**src/rtl/ethernet_tx_scheduler_pkg.sv**
```systemverilog
// Shared types and constants for the Ethernet TX scheduler.
// Provides the descriptor payload struct, the scheduler state encoding,
// the default payload length limit and the grant index width.
package ethernet_tx_scheduler_pkg;

    localparam int unsigned MAX_PAYLOAD_BYTES = 1500;
    localparam int unsigned GRANT_W           = 2;

    typedef struct packed {
        logic [5:0][7:0] dest;
        logic [1:0][7:0] length;
        logic            eth2;
    } tx_descriptor_t;

    typedef enum logic [2:0] {
        IDLE,
        CHECK,
        ARM,
        ACTIVE,
        DONE
    } tx_sched_states_t;

endpackage

```
**src/rtl/ethernet_tx_arbiter.sv**
```systemverilog
// Combinational queue arbiter for the TX scheduler.
// Ports: valid (per-queue request), ptr (round-robin start index),
// strict_prio (1 = lowest index wins), winner (selected index),
// any_valid (at least one request present).
module ethernet_tx_arbiter #(
    parameter int unsigned N_QUEUES = 2,
    parameter int unsigned GRANT_W  = 2
) (
    input  logic [N_QUEUES-1:0] valid,
    input  logic [GRANT_W-1:0]  ptr,
    input  logic                strict_prio,
    output logic [GRANT_W-1:0]  winner,
    output logic                any_valid
);

    logic [N_QUEUES-1:0] rotated;
    logic                found;

    // Rotating the request vector puts the pointer queue at bit 0,
    // so both modes reduce to a lowest-set-bit search.
    always_comb begin
        rotated = N_QUEUES'({valid, valid} >> ptr);
        winner  = '0;
        found   = 1'b0;
        for (int unsigned i = 0; i < N_QUEUES; i++) begin
            if (strict_prio) begin
                if (!found && valid[i]) begin
                    winner = GRANT_W'(i);
                    found  = 1'b1;
                end
            end else if (!found && rotated[i]) begin
                winner = GRANT_W'((32'(ptr) + i) % N_QUEUES);
                found  = 1'b1;
            end
        end
    end

    assign any_valid = |valid;

endmodule

```
**src/rtl/ethernet_tx_scheduler.sv**
```systemverilog
// Front-end scheduler for the single RMII TX engine.
// Inputs: per-queue descriptor/payload streams, engine handshakes
// (read_descriptor, read_data, idle), enable and priority mode.
// Outputs: dibit strobe, latched descriptor fields, muxed payload byte,
// per-queue pops/acks, grant, busy and frame status counters.
module ethernet_tx_scheduler
    import ethernet_tx_scheduler_pkg::*;
#(
    parameter int unsigned N_QUEUES    = 2,
    parameter int unsigned CLK_DIV     = 2,
    parameter int unsigned MAX_PAYLOAD = MAX_PAYLOAD_BYTES
) (
    input  logic                      clk_i,
    input  logic                      rst_n_i,
    input  logic                      enable_i,
    input  logic                      strict_prio_i,
    input  logic [N_QUEUES-1:0]       desc_valid_i,
    input  logic [N_QUEUES-1:0][47:0] desc_dest_i,
    input  logic [N_QUEUES-1:0][15:0] desc_length_i,
    input  logic [N_QUEUES-1:0]       desc_eth2_i,
    output logic [N_QUEUES-1:0]       desc_ack_o,
    input  logic [N_QUEUES-1:0]       data_valid_i,
    input  logic [N_QUEUES-1:0][7:0]  data_i,
    output logic [N_QUEUES-1:0]       data_pop_o,
    output logic                      eng_transmit_o,
    output logic                      eng_ethernet_II_o,
    output logic [47:0]               eng_dest_o,
    output logic [15:0]               eng_length_o,
    output logic                      eng_data_ready_o,
    output logic [7:0]                eng_payload_o,
    input  logic                      eng_read_data_i,
    input  logic                      eng_read_descriptor_i,
    input  logic                      eng_idle_i,
    output logic                      busy_o,
    output logic [GRANT_W-1:0]        grant_o,
    output logic [31:0]               frames_sent_o,
    output logic [15:0]               frames_dropped_o,
    output logic                      underrun_o
);

    localparam int unsigned CNT_W = (CLK_DIV > 1) ? $clog2(CLK_DIV) : 1;

    tx_sched_states_t   state_q, state_d;
    logic [CNT_W-1:0]   strobe_cnt;
    logic [GRANT_W-1:0] grant_q, rr_ptr_q, arb_winner;
    logic               arb_any, eng_idle_q;
    tx_descriptor_t     sel_desc, eng_desc_q;
    logic               sel_data_valid;
    logic [7:0]         sel_data;
    logic               len_bad;
    logic               grant_en, drop_en, latch_en, done_en, underrun_set;
    logic               pop_en, ack_en;

    ethernet_tx_arbiter #(
        .N_QUEUES (N_QUEUES),
        .GRANT_W  (GRANT_W)
    ) u_arbiter (
        .valid       (desc_valid_i),
        .ptr         (rr_ptr_q),
        .strict_prio (strict_prio_i),
        .winner      (arb_winner),
        .any_valid   (arb_any)
    );

    // Dibit strobe: free-running divider that freezes while disabled.
    always_ff @(posedge clk_i or negedge rst_n_i) begin
        if (!rst_n_i) begin
            strobe_cnt <= '0;
        end else if (enable_i) begin
            strobe_cnt <= (strobe_cnt == CNT_W'(CLK_DIV - 1)) ? '0 : strobe_cnt + CNT_W'(1);
        end
    end

    assign eng_transmit_o = enable_i && (strobe_cnt == CNT_W'(CLK_DIV - 1));

    // Granted-queue mux for descriptor and payload inputs.
    always_comb begin
        sel_desc       = '0;
        sel_data_valid = 1'b0;
        sel_data       = '0;
        for (int unsigned i = 0; i < N_QUEUES; i++) begin
            if (grant_q == GRANT_W'(i)) begin
                sel_desc.dest   = desc_dest_i[i];
                sel_desc.length = desc_length_i[i];
                sel_desc.eth2   = desc_eth2_i[i];
                sel_data_valid  = data_valid_i[i];
                sel_data        = data_i[i];
            end
        end
    end

    assign len_bad = (sel_desc.length == '0) || (32'(sel_desc.length) > MAX_PAYLOAD);

    // State register.
    always_ff @(posedge clk_i or negedge rst_n_i) begin
        if (!rst_n_i) begin
            state_q <= IDLE;
        end else begin
            state_q <= state_d;
        end
    end

    // Next-state and engine/queue handshake decode.
    always_comb begin
        state_d          = state_q;
        grant_en         = 1'b0;
        drop_en          = 1'b0;
        latch_en         = 1'b0;
        done_en          = 1'b0;
        underrun_set     = 1'b0;
        pop_en           = 1'b0;
        ack_en           = 1'b0;
        eng_data_ready_o = 1'b0;
        eng_payload_o    = '0;
        data_pop_o       = '0;
        desc_ack_o       = '0;
        unique case (state_q)
            IDLE: begin
                if (enable_i && eng_idle_i && arb_any) begin
                    grant_en = 1'b1;
                    state_d  = CHECK;
                end
            end
            CHECK: begin
                if (len_bad) begin
                    ack_en  = 1'b1;
                    drop_en = 1'b1;
                    state_d = IDLE;
                end else begin
                    latch_en = 1'b1;
                    state_d  = ARM;
                end
            end
            ARM, ACTIVE: begin
                eng_data_ready_o = sel_data_valid;
                eng_payload_o    = sel_data;
                pop_en           = eng_read_data_i && sel_data_valid;
                underrun_set     = eng_read_data_i && !sel_data_valid;
                if (state_q == ARM) begin
                    if (eng_read_descriptor_i) begin
                        state_d = ACTIVE;
                    end
                end else if (eng_idle_i && !eng_idle_q) begin
                    state_d = DONE;
                end
            end
            DONE: begin
                ack_en  = 1'b1;
                done_en = 1'b1;
                state_d = IDLE;
            end
            default: state_d = IDLE;
        endcase
        for (int unsigned i = 0; i < N_QUEUES; i++) begin
            data_pop_o[i] = pop_en && (grant_q == GRANT_W'(i));
            desc_ack_o[i] = ack_en && (grant_q == GRANT_W'(i));
        end
    end

    // Grant, pointer, latched descriptor and status counters.
    always_ff @(posedge clk_i or negedge rst_n_i) begin
        if (!rst_n_i) begin
            grant_q          <= '0;
            rr_ptr_q         <= '0;
            eng_desc_q       <= '0;
            eng_idle_q       <= 1'b0;
            frames_sent_o    <= '0;
            frames_dropped_o <= '0;
            underrun_o       <= 1'b0;
        end else begin
            eng_idle_q <= eng_idle_i;
            if (grant_en) begin
                grant_q <= arb_winner;
            end
            if (latch_en) begin
                eng_desc_q <= sel_desc;
            end
            if (drop_en) begin
                frames_dropped_o <= frames_dropped_o + 16'd1;
            end
            if (done_en) begin
                frames_sent_o <= frames_sent_o + 32'd1;
                rr_ptr_q      <= (grant_q == GRANT_W'(N_QUEUES - 1)) ? '0 : grant_q + GRANT_W'(1);
            end
            if (underrun_set) begin
                underrun_o <= 1'b1;
            end
        end
    end

    assign busy_o            = (state_q != IDLE);
    assign grant_o           = grant_q;
    assign eng_dest_o        = eng_desc_q.dest;
    assign eng_length_o      = eng_desc_q.length;
    assign eng_ethernet_II_o = eng_desc_q.eth2;

endmodule

```
**config.mk**
```make
export PLATFORM = sky130hd
export DESIGN_NAME = ethernet_tx_scheduler
export DESIGN_NICKNAME = d
export VERILOG_FILES = /design/src/rtl/ethernet_tx_scheduler_pkg.sv /design/src/rtl/ethernet_tx_arbiter.sv /design/src/rtl/ethernet_tx_scheduler.sv
export SDC_FILE = /design/constraint.sdc
export NUM_CORES = 1
export LEC_CHECK = 0
export CAP_MARGIN = 20
export CORE_MARGIN = 4
export CORE_UTILIZATION = 40
export DETAILED_ROUTE_END_ITERATION = 7
export PLACE_DENSITY = 0.91
export SYNTH_ARGS = -nofsm -noshare
export SYNTH_HDL_FRONTEND = slang
export SYNTH_SLANG_ARGS = --single-unit
export TNS_END_PERCENT = 1
```
**constraint.sdc**
```tcl
create_clock -name clk_i -period 3.6 [get_ports clk_i]
set_input_delay 1.08 -clock clk_i [delete_from_list [all_inputs] [get_ports clk_i]]
set_output_delay 1.08 -clock clk_i [all_outputs]
set_load 0.02 [all_outputs]
```
==> results of run 1 <==
-- cell type report --
cell class | instances | area [µm²]
Timing Repair Buffer | 315 | 3100
Clock inverter | 7 | 116
Inverter | 5 | 18.8
Clock buffer | 23 | 488
Tap cell | 180 | 225
Multi-Input combinational cell | 387 | 2690
Fill cell | 1028 | 4330
Sequential cell | 121 | 3030
-- cells by family after synthesis --
family          count (synthesis)  share of synthesized area
compound gates                 74                     0.0729
xor+xnor                       47                     0.0716
fa+ha+maj                       2                    0.00435
buf+inv                        35                     0.0277
flops                         121                      0.527
mux                            74                      0.130
other cells                     1                   0.000653
simple gates                  189                      0.166
-- metrics by stage --
stage | setup slack, ns | util
finish | -0.127 | 0.691
global route | -0.183 | 0.691
CTS | -0.163 | 0.684
floorplan | 0.00116 | -
global placement | -0.922 | 0.637
detailed placement | -1.01 | 0.637
-- flip-flops by register name, indices dropped and copies added (netlist names), 3 cells and up --
register / count
frames_sent_o: 32
frames_dropped_o: 16
eng_dest_o: 48
eng_length_o: 16
state_q: 3
-- worst max-delay path, cell delays in order --
cell and delay [ns]:
buf_6 0.09, or4_4 0.54, nor3_4 0.22, o221ai_4 0.16
a31oi_4 0.23, nor2_4 0.07, nor2b_2 0.13, buf_6 0.12
-- power by group --
group          total [mW]  switching (mW)  internal, mW
sequential           1.66           0.131          1.52
combinational        1.22           0.587         0.631
clock                1.72           0.569          1.15
-- repair_timing --
action                                 4_1_cts  5_1_grt
endpoints found under the hold margin        0        0
pin swaps                                   15       11
setup endpoints to repair                    2        4
resized for setup                           62       16
setup buffers                                2        3
gates cloned                                 0        0
-- placed cells by master (no fill, tap or decap), drive strengths merged, types with 3 or more instances in the layout --
master	count
nor2	20
nor3	3
xor2	4
dlymetal6s2s	4
and3	14
nand2	79
nor2b	3
o21ai	62
inv	5
mux2i	70
nor4	5
xnor2	43
nor3b	3
clkbuf	24
dfrtp	121
clkinv	3
bufinv	3
nand3	18
a21oi	4
dlygate4sd2	9
buf	38
mux2	4
and2	11
nand4	22
clkdlybuf4s50	262
o211ai	3
-- layer usage --
metal	routed length [µm]	up-vias	track usage	share of wire
met5	0	-	0	0
met4	449	0	0.0905	0.025
met3	1200	30	0.0567	0.066
met2	9530	194	0.394	0.52
met1	6980	2483	0.256	0.38
li1	-	2511	-	-
-- worst min-delay path by stage --
stage,from,to,slack [ns],cells past startpoint
after CTS,strobe_cnt$_DFFE_PN0P_,strobe_cnt$_DFFE_PN0P_,0.47,1
final,strobe_cnt$_DFFE_PN0P_,strobe_cnt$_DFFE_PN0P_,0.46,1
after global routing,underrun_o$_DFFE_PN0P_,underrun_o$_DFFE_PN0P_,0.49,1
after floorplan,strobe_cnt$_DFFE_PN0P_,strobe_cnt$_DFFE_PN0P_,0.43,1
after global placement,strobe_cnt$_DFFE_PN0P_,strobe_cnt$_DFFE_PN0P_,0.45,1
after detailed placement,strobe_cnt$_DFFE_PN0P_,strobe_cnt$_DFFE_PN0P_,0.46,1
==> results by group, run 1 <==
Route
  • DR vias/cell: 5.03
  • Detailed Routing Iterations Pass 1: 4
  • Via Count: 5,218
  • Antenna Nets Post-Route: 0
  • DRT iter0 DRCs: roughly 240
  • WL final: 18,200 µm
  • DRC: 0
  • Drt wl/cell: between 15 and 20 µm

Timing
  • TNS Setup: -0.222 ns
  • Worst rel slew slack: 0.382
  • Slew Viols, Final: 0
  • Crit path time final: 3.73 ns
  • Final Setup Violations: 2
  • Worst setup margin: -0.127 ns
  • RSZ-0062 raised after global routing: yes
  • Tcrit/Tclk final: 1.04
  • Final Hold Vio Count: 0
  • WHS: 0.463 ns
  • Max Freq: between 200 and 300 MHz
  • Worst-margin pin slew: 0.924 ns
  • Skew final: roughly 0.0091 ns

Placement
  • Placed inst area: roughly 8900 µm²
  • IO buf count: 286
  • Placed cells: 1,003
  • HPWL after DPL: about 14,000 µm
  • Final GP Congestion: 0.885

Worst hold path
  • Worst min path class: reg -> reg

Yosys
  • Synth Cell Area: 5750 µm²
  • Cells after Synth: approximately 540
  • Top-count cell post-synth: dfrtp_1
  • Syn avg cell area: around 11 µm²
  • Main synth FF type: dfrtp_1
  • Yosys cell types: 46
  • Mapped Nets: 702
  • Synth top area cells: dfrtp_1, mux2i_1, xnor2_1
  • FF+latch count, synth: 121
  • Number of synthesized flops with an enable pin: 0
  • Top cells by count, synth: dfrtp_1, nand2_1, mux2i_1
  • Synth area leader: dfrtp_1
  • Fraction of registers with async set/reset: 1.00
  • Post-synth top area share: 0.527
  • Synth warn: 0
  • Register area share after synthesis: 0.527

GRT
  • Largest net degree at the start of global routing: 76
  • Antenna violations before repair: 0
  • Vias in the first global route: 5,328
  • First-pass GRT wire length: roughly 28,000 µm
  • GRT Util Overall: 0.223
  • Global route total overflow: 0

Clocking
  • CTS clk-pin slew, worst paths: ~0.05 ns
  • CTS tree: done
  • Root Buffer: clkbuf_16
  • Clk sinks: 121
  • Clk_lat worst skew: around 0.4 ns
  • CTS buffer count: 17
  • # hold bufs at CTS: 0
  • H-tree depth: 4
  • Max Root-Sink Buffers: 2

Outcome
  • Run status: complete, but fails checks
  • Failing checks: negative setup slack

Critical path
  • FF-to-FF path depth: 7
  • Critical Path End Type: output port
  • Critical path fanouts, max: 2
  • CP arrival: 2.65 ns
  • Flop-to-flop setup slack: 1.14 ns
  • R2R Path End: frames_sent_o[17]$_DFFE_PN0N_
  • Worst reg2reg startpoint: state_q[1]$_DFFE_PN0P_
  • Worst Path Required: about 2.5 ns
  • Critical Path Start: desc_length_i[6]
  • Crit path kind: in -> out
  • Crit path to: desc_ack_o[1]
  • Crit path launch type: input pin

Power
  • Leakage: about 4.1 nW
  • Power Dens Cells: 476 nW/µm²
  • Total chip power: roughly 4.6 mW
  • Worst vdd ir: 283 µV

Floorplan
  • Die height: about 130 µm
  • Die Area: roughly 16,000 µm²
  • Area of the core: 14,000 µm²
  • Die span in x: 128 µm
  • I/O pin count: 288
  • Cell Rows: 43
  • Initial Util: 0.411

Finish
  • Final Non-Filler Cells: 1,038
  • Final instance area: between 9000 and 10,000 µm²
  • # diodes: 0
  • Area Growth Syn to Fin: 68.1%
  • NumNets Final: a little over 1,000
  • Layout cells sized above 1: 0.113

Run
  • Max Cap Viol: 0
No activity file was read; power rests on OpenSTA's default activity.
==> run 2, diff against run 1 <==
--- a/config.mk
+++ b/config.mk
@@ -9,7 +9,7 @@
 export CORE_MARGIN = 4
 export CORE_UTILIZATION = 40
 export DETAILED_ROUTE_END_ITERATION = 7
-export PLACE_DENSITY = 0.91
+export PLACE_DENSITY = 0.8
 export SYNTH_ARGS = -nofsm -noshare
 export SYNTH_HDL_FRONTEND = slang
 export SYNTH_SLANG_ARGS = --single-unit
==> run 2 against run 1 <==
  * Final cell count is the same
  * The flow still finishes with violations (negative setup slack)
  * Core utilization about the same
  * Cell area is essentially flat
  * Power grew 0.57%
  * Highest routed layer unchanged
  * Clock-buffer cell count decreased by 6
  * Routed wire length down 0.28%
  * Worst setup slack improved by 0.082 ns
  * Non-clock buffer count is 2 lower
  * Via count rose by 0.42%
  * Clock skew hardly changed
==> results by group, run 2 (synthesized netlist as in run 1, its figures left out) <==
Route
  • DRC: 0
  • DR vias/cell: 5.05
  • Drt wl/cell: approximately 17 µm
  • WL final: 18,100 µm
  • Via Count: roughly 5,200
  • Antenna Nets Post-Route: 0
  • DRT iter0 DRCs: 271
  • Detailed Routing Iterations Pass 1: 4

Timing
  • Final Hold Vio Count: 0
  • WHS: 0.463 ns
  • Final Setup Violations: 2
  • Worst-margin pin slew: 0.877 ns
  • Worst rel slew slack: 0.413
  • Tcrit/Tclk final: 1.01
  • Skew final: roughly 0.0092 ns
  • Worst setup margin: -0.0444 ns
  • TNS Setup: -0.0857 ns
  • Crit path time final: 3.64 ns
  • RSZ-0062 raised after global routing: yes
  • Slew Viols, Final: 0
  • Max Freq: between 200 and 300 MHz

Critical path
  • Worst-path cell chain: clkdlybuf4s50_1 > nand2b_4 > o32ai_4 > buf_6 > o211ai_4 > a31oi_4 > nor2_4 > nor2b_2 > buf_6
  • Critical path's slowest cell: clkdlybuf4s50_1
  • Flop-to-flop setup slack: 1.18 ns
  • Critical Path Max Stage Delay: approximately 0.43 ns
  • Critical path fanouts, max: 2
  • FF-to-FF path depth: 6
  • Crit path kind: in -> out
  • Crit path launch type: input pin
  • CP arrival: 2.56 ns
  • Most frequent CP cell: buf_6
  • Worst Path Required: 2.52 ns
  • Critical Path End Type: output port

Finish
  • Area Growth Syn to Fin: 68.0%
  • Layout cells sized above 1: 0.114
  • # diodes: 0
  • Most common cell after layout, fill and taps aside: clkdlybuf4s50_1
  • Area of the multi-input gates: 2680 µm²
  • Final instance area: 9660 µm²
  • Max FFs per register: 48
  • Commonest cells after routing, fill and taps aside: clkdlybuf4s50_1, dfrtp_1, nand2_1
  • Final Core Density: 0.690
  • NumNets Final: 1,004
  • Reg area: a little over 3000 µm²
  • Fillers: between 1,000 and 1,500

GRT
  • Largest net degree at the start of global routing: 70
  • Antenna violations before repair: 0
  • First-pass GRT wire length: 28,300 µm
  • Vias in the first global route: 5,672
  • Global route total overflow: 0
  • GRT Util Overall: 0.219

Worst hold path
  • Worst Hold Depth: 1
  • Worst min path class: reg -> reg

Floorplan
  • I/O pin count: approximately 290
  • Die span in x: 128 µm
  • Die height: 128 µm
  • Die Area: approximately 16,000 µm²
  • Cell Rows: between 40 and 50
  • Area of the core: roughly 14,000 µm²
  • Initial Util: 0.411

Clocking
  • Clk_lat worst skew: 0.40 ns
  • CTS clk-pin slew, worst paths: ~0.06 ns
  • Root Buffer: clkbuf_16
  • # hold bufs at CTS: 0
  • CTS tree: done
  • CTS buffer count: 17
  • H-tree depth: 4
  • Max Root-Sink Buffers: 2
  • Clk sinks: 121

Outcome
  • Run status: complete, but fails checks
  • Failing checks: negative setup slack

Placement
  • Final GP Congestion: ~0.83
  • Placed inst area: about 8900 µm²
  • HPWL after DPL: 14,000 µm
  • IO buf count: 286

Power
  • Worst vdd ir: 316 µV
  • Power Dens Cells: between 400 and 500 nW/µm²
  • Leakage: 4.07 nW
  • Total chip power: about 4.6 mW

Run
  • Max Cap Viol: 0
-- run 2: cell types whose count changed in the layout (fill, tap and decap cells not counted), sizes merged --
cell	before	now
dlygate4sd2	9	14
clkbuf	24	18
inv	5	12
dlymetal6s2s	4	2
clkdlybuf4s15	1	2
clkdlybuf4s50	262	259
buf	38	35
clkinv	3	4
-- run 2: path summary, 6_finish.rpt --
kind | from | to
setup / recovery | desc_length_i[27] | desc_ack_o[1]
hold / removal | strobe_cnt$_DFFE_PN0P_ | strobe_cnt$_DFFE_PN0P_
setup reg to reg | state_q[1]$_DFFE_PN0P_ | frames_sent_o[27]$_DFFE_PN0N_
hold reg to reg | strobe_cnt$_DFFE_PN0P_ | strobe_cnt$_DFFE_PN0P_
max in group asynchronous | rst_n_i | eng_dest_o[17]$_DFFE_PN0P_
min in group asynchronous | rst_n_i | eng_dest_o[27]$_DFFE_PN0P_
-- run 2: what timing repair did --
action,CTS,global route
resized for setup,71,7
cloned,0,0
setup buffers,3,0
pin swaps,13,4
setup endpoints to repair,3,3
-- run 2: worst max-delay path: cells and delay by family --
| family | cells | cell delay, ns |
|---|---|---|
| buffers and inverters | 3 | 0.71 |
| and+or+nand+nor | 3 | 0.34 |
| AOI/OAI and AO/OA | 3 | 0.43 |
-- run 2: through the flow --
step / setup slack (ns) / std cells
final: -0.0444 / 1038
after global routing: -0.0934 / 1038
after CTS: -0.0814 / 1038
after detailed placement: -0.874 / 1003
after global placement: -0.859 / 1003
after floorplan: 0.00116 / 543
-- run 2: power by group --
group	switching (mW)	leakage [nW]	internal, mW
registers	0.131	1.65	1.52
logic	0.582	2.12	0.624
clock network	0.656	0.300	1.10
total	1.37	4.07	3.25
-- run 2: layout make-up --
cell class,count,share of cell area
Inverter,5,0.00194
Multi-Input combinational cell,387,0.278
Timing Repair Buffer,313,0.320
Sequential cell,121,0.314
Tap cell,180,0.0233
Clock buffer,17,0.0441
Clock inverter,15,0.0193
-- run 2: metal layers --
layer  GRT usage  up-vias  share of wire
met5           0        -              0
met4      0.0724        0          0.022
met3      0.0608       27          0.071
met2       0.403      210           0.54
met1       0.242     2500           0.37
li1            -     2503              -
==> run 3, diff against run 2 <==
--- a/config.mk
+++ b/config.mk
@@ -10,6 +10,7 @@
 export CORE_UTILIZATION = 40
 export DETAILED_ROUTE_END_ITERATION = 7
 export PLACE_DENSITY = 0.8
+export REMOVE_ABC_BUFFERS = 1
 export SYNTH_ARGS = -nofsm -noshare
 export SYNTH_HDL_FRONTEND = slang
 export SYNTH_SLANG_ARGS = --single-unit
==> run 3 against run 2 <==
  * The run still ends with negative setup slack left
  * Fmax is 2.6% lower
  * Flip-flop and latch count stayed put
  * Register-to-register slack gained 0.09 ns
  * Highest routed layer unchanged
==> results by group, run 3 (synthesized netlist as in run 1, its figures left out) <==
Route
  • WL final: approximately 17,000 µm
  • Antenna Nets Post-Route: 0
  • Detailed Routing Iterations Pass 1: 4
  • Via Count: 5,226
  • DRT iter0 DRCs: between 150 and 200
  • DR vias/cell: 5.03
  • DRC: 0
  • Drt wl/cell: 16.8 µm

Placement
  • HPWL after DPL: 13,700 µm
  • Setup WS pre-CTS: -0.976 ns
  • IO buf count: 286
  • Final GP Congestion: 0.933

Finish
  • Commonest cells after routing, fill and taps aside: clkdlybuf4s50_1, dfrtp_1, nand2_1
  • NumNets Final: 1,006
  • Max FFs per register: 48
  • Fillers: ~1,000
  • Layout cells sized above 1: 0.105
  • # diodes: 0
  • Most common cell after layout, fill and taps aside: clkdlybuf4s50_1
  • Area Growth Syn to Fin: 66.9%

Floorplan
  • I/O pin count: 288
  • Die Area: 16,300 µm²
  • Area of the core: 14,000 µm²
  • Die height: 128 µm
  • Die span in x: 128 µm
  • Initial Util: 0.411
  • Cell Rows: 43

GRT
  • First-pass GRT wire length: 27,400 µm
  • Antenna violations before repair: 0
  • Largest net degree at the start of global routing: 82
  • GRT Util Overall: 0.214
  • Vias in the first global route: 5,575
  • Global route total overflow: 0

Power
  • Power Dens Cells: slightly below 500 nW/µm²
  • Leakage: 4.05 nW
  • Worst vdd ir: 315 µV
  • Total chip power: 4.68 mW

Outcome
  • Failing checks: negative setup slack
  • Run status: complete, but fails checks

Clocking
  • Clk sinks: approximately 120
  • Root Buffer: clkbuf_16
  • Clk_lat worst skew: 0.41 ns
  • CTS tree: done
  • H-tree depth: 4
  • Max Root-Sink Buffers: 2
  • CTS clk-pin slew, worst paths: about 0.050 ns
  • CTS buffer count: 17

Critical path
  • Most frequent CP cell: buf_4
  • Crit path launch type: input pin
  • Critical Path Start: desc_length_i[16]
  • CP arrival: 2.66 ns
  • CP bufs+invs: 3
  • Crit path kind: in -> out
  • Critical path fanouts, max: 2
  • Worst Path Required: 2.52 ns
  • Worst reg2reg startpoint: grant_o[0]$_DFFE_PN0P_
  • Worst-path cell chain: clkdlybuf4s50_1 > nor3b_2 > buf_4 > o221ai_2 > a31oi_4 > nor2_2 > nor2b_1 > buf_4
  • Critical path's slowest cell: clkdlybuf4s50_1
  • Critical path's top delay family: buffers and inverters
  • Critical Path Max Stage Delay: approximately 0.44 ns
  • Critical Path End Type: output port

Timing
  • TNS Setup: -0.267 ns
  • Final Hold Vio Count: 0
  • Worst rel slew slack: 0.447
  • Tcrit/Tclk final: 1.04
  • Worst-margin pin slew: 0.826 ns
  • WHS: 0.474 ns
  • Worst setup margin: -0.141 ns
  • Crit path time final: 3.74 ns
  • Final Setup Violations: 2
  • Skew final: 0.00667 ns
  • Max Freq: 267 MHz
  • RSZ-0062 raised after global routing: yes
  • Slew Viols, Final: 0

Worst hold path
  • Worst min path class: reg -> reg
  • Hold path start: eng_dest_o[19]$_DFFE_PN0P_

Run
  • Max Cap Viol: 0
run 3: cell types whose count changed in the layout (fill, tap and decap cells not counted), moves of 3 or more:
cell and delta:
buf_6 -3, clkbuf_8 +3, dlygate4sd2_1 -3, buf_4 +7, clkdlybuf4s50_1 +4, inv_6 -7
run 3: area by class of cell:
type	instances	area, µm²	area share
Clock inverter	9	170	0.0177
Multi-Input combinational cell	387	2600	0.271
Sequential cell	121	3030	0.316
Clock buffer	21	470	0.0490
Timing Repair Buffer	315	3070	0.320
Tap cell	180	225	0.0235
Inverter	5	18.8	0.00196
run 3: where the power goes:
| part | total, mW | switching, mW | internal [mW] | leakage [nW] |
|---|---|---|---|---|
| sequential | 1.65 | 0.129 | 1.52 | 1.65 |
| combinational | 1.19 | 0.578 | 0.615 | 2.08 |
| clock | 1.84 | 0.567 | 1.27 | 0.319 |
| total | 4.68 | 1.27 | 3.41 | 4.05 |
run 3: final timing paths:
kind | end | slack (ns) | cells past startpoint
setup reg to reg | eng_dest_o[32]$_DFFE_PN0P_ | 1.27 | 9
max in group asynchronous | eng_dest_o[5]$_DFFE_PN0P_ | 2.05 | 2
hold / removal | eng_dest_o[19]$_DFFE_PN0P_ | 0.47 | 2
hold reg to reg | eng_dest_o[19]$_DFFE_PN0P_ | 0.47 | 2
setup / recovery | desc_ack_o[1] | -0.14 | 8
min in group asynchronous | eng_dest_o[47]$_DFFE_PN0P_ | 0.71 | 1
run 3: repair_timing:
item                       in CTS  in global routing
buffers inserted                2                  1
pin swaps                      12                  6
resized for setup              62                  3
setup endpoints to repair       3                  6
hold buffers                    0                  0
run 3: worst register-to-register path: stages, from the launching register on:
cell,delay (ns)
dfrtp_4,0.58
o32ai_1,0.31
buf_4,0.17
o221ai_2,0.11
buf_4,0.16
buf_4,0.12
buf_4,0.13
nand4b_4,0.15
buf_12,0.27
o21ai_0,0.20
run 3: routing by layer:
layer	global-route usage	up-vias	wire length [µm]
met2	0.379	229	9030
met1	0.227	2445	6540
met3	0.0642	47	1250
met4	0.115	0	653
met5	0	-	0
li1	-	2505	-
run 3: per-stage QoR:
| stage | utilization | instance area (µm²) | std cells |
|---|---|---|---|
| CTS | 0.684 | 9570 | 1037 |
| floorplan | - | 5610 | 513 |
| global placement | 0.638 | 8920 | 1005 |
| detailed placement | 0.638 | 8920 | 1005 |
| global route | 0.686 | 9590 | 1038 |
| finish | 0.686 | 9590 | 1038 |
